File: src/rtl/regfile_pkg.sv
// regfile_pkg: default widths and word/address types for the register file
package regfile_pkg;
    localparam int DATA_W_DEF = 32;
    localparam int ADDR_W_DEF = 6;
    typedef logic [ADDR_W_DEF-1:0] addr_t;
    typedef logic [DATA_W_DEF-1:0] word_t;
endpackage

File: src/rtl/regfile_scoreboard.sv
// regfile_scoreboard: per-register busy bits, live busy count and registered busy reads
module regfile_scoreboard
    import regfile_pkg::*;
#(
    parameter int ADDR_W   = ADDR_W_DEF,
    parameter bit ZERO_REG = 1'b1
) (
    input  logic              clk,
    input  logic              rst,
    input  logic              wrt,
    input  logic [ADDR_W-1:0] rd,
    input  logic              iss,
    input  logic [ADDR_W-1:0] iss_rd,
    input  logic [ADDR_W-1:0] rs,
    input  logic [ADDR_W-1:0] rt,
    output logic              s_busy,
    output logic              t_busy,
    output logic [ADDR_W:0]   busy_cnt
);
    localparam int N = 2 ** ADDR_W;
    logic [N-1:0] busy, busy_nx;
    logic         iss_ok, set, clr;
    // issue is applied after writeback so a same-address collision stays busy
    always_comb begin
        iss_ok  = iss && !(ZERO_REG && iss_rd == '0);
        set     = iss_ok && !busy[iss_rd];
        clr     = wrt && busy[rd] && !(iss_ok && iss_rd == rd);
        busy_nx = busy;
        if (wrt) busy_nx[rd] = 1'b0;
        if (iss_ok) busy_nx[iss_rd] = 1'b1;
    end
    always_ff @(posedge clk) begin
        if (rst) begin
            busy     <= '0;
            busy_cnt <= '0;
            s_busy   <= 1'b0;
            t_busy   <= 1'b0;
        end else begin
            busy     <= busy_nx;
            busy_cnt <= busy_cnt + (ADDR_W+1)'(set) - (ADDR_W+1)'(clr);
            s_busy   <= busy_nx[rs];
            t_busy   <= busy_nx[rt];
        end
    end
endmodule

File: src/rtl/regfile_sb.sv
// regfile_sb: 1W/2R register file with write-first registered reads and busy scoreboard
module regfile_sb
    import regfile_pkg::*;
#(
    parameter int DATA_W   = DATA_W_DEF,
    parameter int ADDR_W   = ADDR_W_DEF,
    parameter bit ZERO_REG = 1'b1
) (
    input  logic              clk,
    input  logic              rst,
    input  logic              wrt,
    input  logic [ADDR_W-1:0] rd,
    input  logic [DATA_W-1:0] din,
    input  logic [ADDR_W-1:0] rs,
    input  logic [ADDR_W-1:0] rt,
    input  logic              iss,
    input  logic [ADDR_W-1:0] iss_rd,
    output logic [DATA_W-1:0] sout,
    output logic [DATA_W-1:0] tout,
    output logic              s_busy,
    output logic              t_busy,
    output logic [ADDR_W:0]   busy_cnt
);
    localparam int N = 2 ** ADDR_W;
    logic [DATA_W-1:0] mem [N];
    logic [DATA_W-1:0] s_nx, t_nx;
    always_comb begin
        s_nx = (ZERO_REG && rs == '0) ? '0 : (wrt && rs == rd) ? din : mem[rs];
        t_nx = (ZERO_REG && rt == '0) ? '0 : (wrt && rt == rd) ? din : mem[rt];
    end
    always_ff @(posedge clk) begin
        if (rst) begin
            for (int i = 0; i < N; i++) mem[i] <= '0;
            sout <= '0;
            tout <= '0;
        end else begin
            if (wrt && !(ZERO_REG && rd == '0)) mem[rd] <= din;
            sout <= s_nx;
            tout <= t_nx;
        end
    end
    regfile_scoreboard #(.ADDR_W(ADDR_W), .ZERO_REG(ZERO_REG)) u_sb (
        .clk(clk), .rst(rst), .wrt(wrt), .rd(rd), .iss(iss), .iss_rd(iss_rd),
        .rs(rs), .rt(rt), .s_busy(s_busy), .t_busy(t_busy), .busy_cnt(busy_cnt)
    );
endmodule

File: config.mk
export PLATFORM = sky130hd
export DESIGN_NAME = regfile_sb
export DESIGN_NICKNAME = d
export VERILOG_FILES = /design/src/rtl/regfile_pkg.sv /design/src/rtl/regfile_scoreboard.sv /design/src/rtl/regfile_sb.sv
export SDC_FILE = /design/constraint.sdc
export NUM_CORES = 2
export LEC_CHECK = 0
export ABC_CLOCK_PERIOD_IN_PS = 3900
export BUFFER_PORTS_ARGS = -buffer_cell sky130_fd_sc_hd__buf_4
export CORE_MARGIN = 2
export CORE_UTILIZATION = 35
export CTS_BUF_LIST = sky130_fd_sc_hd__clkbuf_2
export CTS_CLUSTER_DIAMETER = 40
export DETAILED_ROUTE_END_ITERATION = 7
export REMOVE_ABC_BUFFERS = 1
export SYNTH_ARGS = -nofsm -noshare
export SYNTH_HDL_FRONTEND = slang
export SYNTH_SLANG_ARGS = --single-unit
File: constraint.sdc
create_clock -name clk -period 3.9 [get_ports clk]
set_input_delay 0.195 -clock clk [delete_from_list [all_inputs] [get_ports clk]]
set_output_delay 0.195 -clock clk [all_outputs]
set_load 0.02 [all_outputs]
After elaboration in Yosys (flattened, before gate mapping)
Memory sizes are Yosys's and may differ from the RTL's. A register that Yosys moved wholly into a read port is not among the register bits.
Index checks and enable logic that the tools add are counted.
W data, S select, Z words.

storage, ports and cells
  bits in registers = 73
  bits in writable memories = 2048
  bits of input ports = 60
  output and inout port bits = 73
  word-level logic and storage cells = 58
  memories kept = 1

memory list
  memory  words  width  read ports  clocked after Yosys merged registers in  write ports  line              RTL
  mem     64     32     2           2                                        64           regfile_sb.sv:25  logic [DATA_W-1:0] mem [N];

cells by class
  $add $sub $neg = 2
  order comparisons = 6
  equality and inequality tests = 1
  muxes and demuxes = 22
  bitwise logic cells = 3
  reductions and logical operators = 19

operators with widths
  kind                  number
  $mux W64              2
  $and A64 B64 Y64      1
  $not A64 Y64          1
  $or A64 B64 Y64       1
  $mux W32              1
  $reduce_or A32 Y1     1
  $lt A6 B7 Y1 const B  4
  $bmux W1 S6           4
  $logic_not A6 Y1      4
  $demux W1 S6          2
  $ge A6 B1 Y1 const B  2
  $mux W1               12
  $logic_and A1 B1 Y1   8
  $add A7 B1 Y7         1
  $sub A7 B1 Y7         1
  $eq A6 B6 Y1          1
  $mux W6               1
  $logic_not A1 Y1      4
  $reduce_or A2 Y1      2

Logic depth before layout (Yosys ltp)
  depth in word-level cells = 11
  mapped depth = 20
  depth with buffers taken out = 18

By module
A second synthesis with hierarchy kept.

second synthesis, totals
  cell total of the unflattened synthesis = 8431
  area total of the unflattened synthesis = 117669.1 sq um

by module, submodules not included
  module              times used  cells an instance  area an instance (sq um)  seq. area each (sq um)
  regfile_sb          1           7679               111884.8                  62780.2
  regfile_scoreboard  1           752                5784.3                    1461.4

Worst setup path before layout
No wires, ideal clock.

  path type = input-to-reg
  start point = input rd[0]
  end point = register u_sb.busy_cnt[6]
  library setup time = 0.128 ns
  arrival time = 3.288 ns
  required time = 3.772 ns
  setup slack = 0.485 ns
  stages on the path = 20
  path buffers = 3
  cells stage by stage = buf_2 buf_1 and3b_1 clkbuf_1 a22oi_1 a41oi_1 nor4_1 a21oi_1 ha_1 inv_1 ha_1 inv_1 fa_1 nor2b_1 o21ai_0 nand2b_1 a21o_1 a21oi_1 xnor2_1 nor2_1

on the way
  cells in the longest elaborated chain, start to end = 5
  elaborated cells between the ends (all ways) = 8
  classes of those cells = add/sub: 1; eq/ne: 1; mux: 2; reduce/logical: 4

ends and longest elaborated chain
  element                                                               line                      RTL
  from (decl)                                                           regfile_sb.sv:12          input logic [ADDR_W-1:0] rd,
  $bmux W1 S6 or $eq A6 B6 Y1 (tied branches)                           regfile_scoreboard.sv:27  clr = wrt && busy[rd] && !(iss_ok && iss_rd == rd);
  $mux W1 (not written as such) or $logic_and A1 B1 Y1 (tied branches)  regfile_scoreboard.sv:27
  $logic_and A1 B1 Y1 or $logic_not A1 Y1 (tied branches)               regfile_scoreboard.sv:27
  $logic_and A1 B1 Y1 (*)                                               regfile_scoreboard.sv:27
  $sub A7 B1 Y7 (*)                                                     regfile_scoreboard.sv:40  busy_cnt <= busy_cnt + (ADDR_W+1)'(set) - (ADDR_W+1)'(clr);
  to (signal assigned)                                                  regfile_scoreboard.sv:40
  to (decl)                                                             regfile_scoreboard.sv:18  output logic [ADDR_W:0] busy_cnt

Mark *: on every way between the ends. The rest lies on a longest branch, timed or not. The select of a mux whose other input is x is not followed.
A chain may end at the register's enable or synchronous reset.

==> impl_metrics.ini <==
[outcome]
status = completed

[cts]
post_cts_buffers = 0
clk_latency_ns = 1.82
numCtsBuffers = 590
cts.sinks = 2185
cts_buffer_depth = 4
clockRootBuffer = clkbuf_2
htreeDepth = 6
cts_tree = done
clkTransAtPathRegs_ns = 0.10

[placement]
io_buffers = 132
dpl.hpwl_um = 274000
gp_congestion = 0.925

[hold_path]
worst_hold_path_type = input pin to flop

[floorplanning]
die_y_um = 579
core_area_um2 = 330000
dieArea_um2 = 336000
die_x_um = 579
start_util_pct = 35.1
num_rows = 211
ios = 133

[synthesis]
synth_cell_type_count = 75
synth_commonest_cells = edfxtp_1 (2048), and2_1 (2018), mux4_2 (1352), clkbuf_1 (657), nand2_1 (195)
synth_ff_type = edfxtp_1
syn-cell-area_um2 = 116000
synth_top_area_share_pct = 53.1
ys_ff_latch = 2185
ys_top_cells_by_area = edfxtp_1 (53%), mux4_2 (26%), and2_1 (11%)
synth_largest_area_cell = edfxtp_1
netlist_instances = 7282
async_flop_share_pct = 0
yosysMostFrequentCell = edfxtp_1
synth_seq_area_share_pct = 55.4
synth_edf_count = 2048
ys_warn_count = 0
avgSynthCellArea_um2 = 15.9

[worst_setup_path]
path_common_cell = dlygate4sd3_1
worst_path_largest_cell_delay_ns = 0.78
critPathKind = input pin to flop
crit_path_cell_trace = dlygate4sd3_1, buf_4, dlygate4sd3_1, or3_1, buf_4, nor2_1, nor3b_2, buf_4, nand2_1, nor3_2, dlygate4sd3_1, buf_6, buf_12, nand2_1, dlygate4sd3_1, nand2_1, dlygate4sd3_1
cp.arrival_ns = 5.51
cp-end-kind = flop
cp.required_ns = 5.55
crit_path_start_kind = input pin
slowest_stage = dlygate4sd3_1
worstPathMaxFanout = 22

[global_route]
grt_pass1_wl_um = 622000
grt_usage_pct = 26.9
antenna_found_initial = 77
grt_max_degree = 95
grt-ovfl-total = 0
grt_pass1_vias = 77224

[route]
vias = 77161
firstDrtPassIters = 7
drtIter0Drc = 11602
wl_per_cell_um = 36.0
ant_nets = 0
drt_wl_total_um = 457000
via_per_inst = 6.07
drc = 0

[job]
drv_cap = 0

[timing]
tightest_slew_ns = 1.28
period_needed_ns = 3.86
hold_violations = 0
fin_crit_sh_pct = 98.9
clock_skew_ns = 0.132
max_slew_margin_pct = 14.8
hold_ws_ns = 0.000752
drv_slew = 0
totalNegativeSetupSlack_ns = 0
fmax_ghz = 0.259
setup_viol = 0
rsz0062_at_grt = no

[layout]
area_delta_synth_final_pct = 15.0
drive_gt1_share_pct = 35.8
finalNetCount = 7988

[power]
pwr_density_cell_nw_per_um2 = 400
worst_ir_drop_vdd_mv = 0.204
p_leak_nw = 46.2
## what timing repair did
action / 4_1_cts / 5_1_grt
endpoints found under the setup margin: 0 / 13
hold buffers: 283 / 27
resized for setup: 0 / 8
hold endpoints to repair: 4103 / 38
## per-stage QoR
step	cells	total power (W)	area (µm²)	setup slack (ns)	util (%)
finish	12714	0.0533	133000	0.0419	40.4
detailed placement	11390	0.0362	124000	0.240	37.7
floorplan	6508	0.0314	113000	0.462	-
global route	12684	0.0549	133000	0.000494	40.4
global placement	11390	0.0360	124000	0.0817	37.7
CTS	12660	0.0533	133000	0.0304	40.3
## worst paths after layout
check                                   from            end  slack, ns  cells after the start
worst max-delay path                   rd[3]        tout[8]       0.04                     17
worst min register to register  u_sb.busy[0]   u_sb.busy[0]       0.57                      2
worst min-delay path               iss_rd[0]  u_sb.busy[44]     0.0008                      7
worst max register to register    mem[2][28]       sout[28]       0.19                      8
## flip-flops by register name (all words and copies together) (netlist names)
signal	flops
mem	2048
sout	32
tout	32
u_sb.busy	64
u_sb.busy_cnt	7
u_sb.s_busy	1
u_sb.t_busy	1
## placed cells by master, fill, tap and decap left out, types with 8 or more instances in the layout
| cell type | n |
|---|---|
| xor2_1 | 16 |
| a22oi_1 | 67 |
| buf_16 | 34 |
| dfxtp_1 | 137 |
| dlygate4sd3_1 | 265 |
| buf_12 | 128 |
| nand2b_1 | 72 |
| and2_1 | 2018 |
| a41oi_1 | 9 |
| edfxtp_1 | 2048 |
| buf_8 | 8 |
| inv_1 | 13 |
| buf_4 | 381 |
| nand3_1 | 17 |
| nor2b_1 | 36 |
| or2_2 | 65 |
| clkinv_1 | 69 |
| a22o_1 | 10 |
| conb_1 | 32 |
| nor2_1 | 66 |
| mux4_2 | 1352 |
| nand2_1 | 195 |
| nor3_1 | 9 |
| o21ai_0 | 55 |
| diode_2 | 33 |
| clkbuf_2 | 876 |
| a21oi_1 | 30 |
| o21ai_1 | 10 |
| nand3b_1 | 11 |
| nor2_4 | 63 |
| inv_2 | 16 |
| mux2i_1 | 12 |
| bufinv_16 | 16 |
## metal layers
layer / vias up / GRT usage [%] / routed length [µm]
li1: 29722 / - / -
met1: 40462 / 34.6 / 164000
met2: 5736 / 41.0 / 204000
met3: 1209 / 8.27 / 60700
met4: 32 / 14.3 / 28300
met5: - / 0 / 367
## cell families (layout without fill, tap and decap cells)
| kind of cell | after synthesis | in the layout | share of synthesized area [%] |
|---|---|---|---|
| flip-flops | 2185 | 2185 | 55.4 |
| AO/OA/AOI/OAI | 263 | 263 | 1.56 |
| buffers and inverters | 821 | 1823 | 2.82 |
| adder cells (fa/ha/maj) | 8 | 8 | 0.0929 |
| AND/OR/NAND/NOR | 2611 | 2611 | 13.5 |
| XOR/XNOR | 23 | 23 | 0.174 |
| multiplexers | 1370 | 1370 | 26.4 |
| other | 1 | 65 | 0.00324 |
## worst max-delay path, delay by kind of cell
kind | cells | cell delay, ns
buf+inv | 10 | 4.34
simple gates | 7 | 0.90
## power by group
part | internal, W | switching (W) | total (W) | leakage (nW)
sequential | 0.0268 | 0.000646 | 0.0275 | 20.6
clock | 0.00694 | 0.0102 | 0.0171 | 4.06
combinational | 0.00365 | 0.00508 | 0.00873 | 21.5
total | 0.0374 | 0.0159 | 0.0533 | 46.2
## cell type report
type | instances | area (µm²)
inverters | 16 | 60.1
well taps | 4366 | 5460
clock buffers | 876 | 4380
clock inverters | 111 | 872
multi-input cells | 4307 | 49000
flip-flops and latches | 2185 | 64200
diodes | 33 | 82.6
fillers | 30126 | 197000
repair buffers | 820 | 9180
Note: power is estimated with default switching activity, not from simulation.
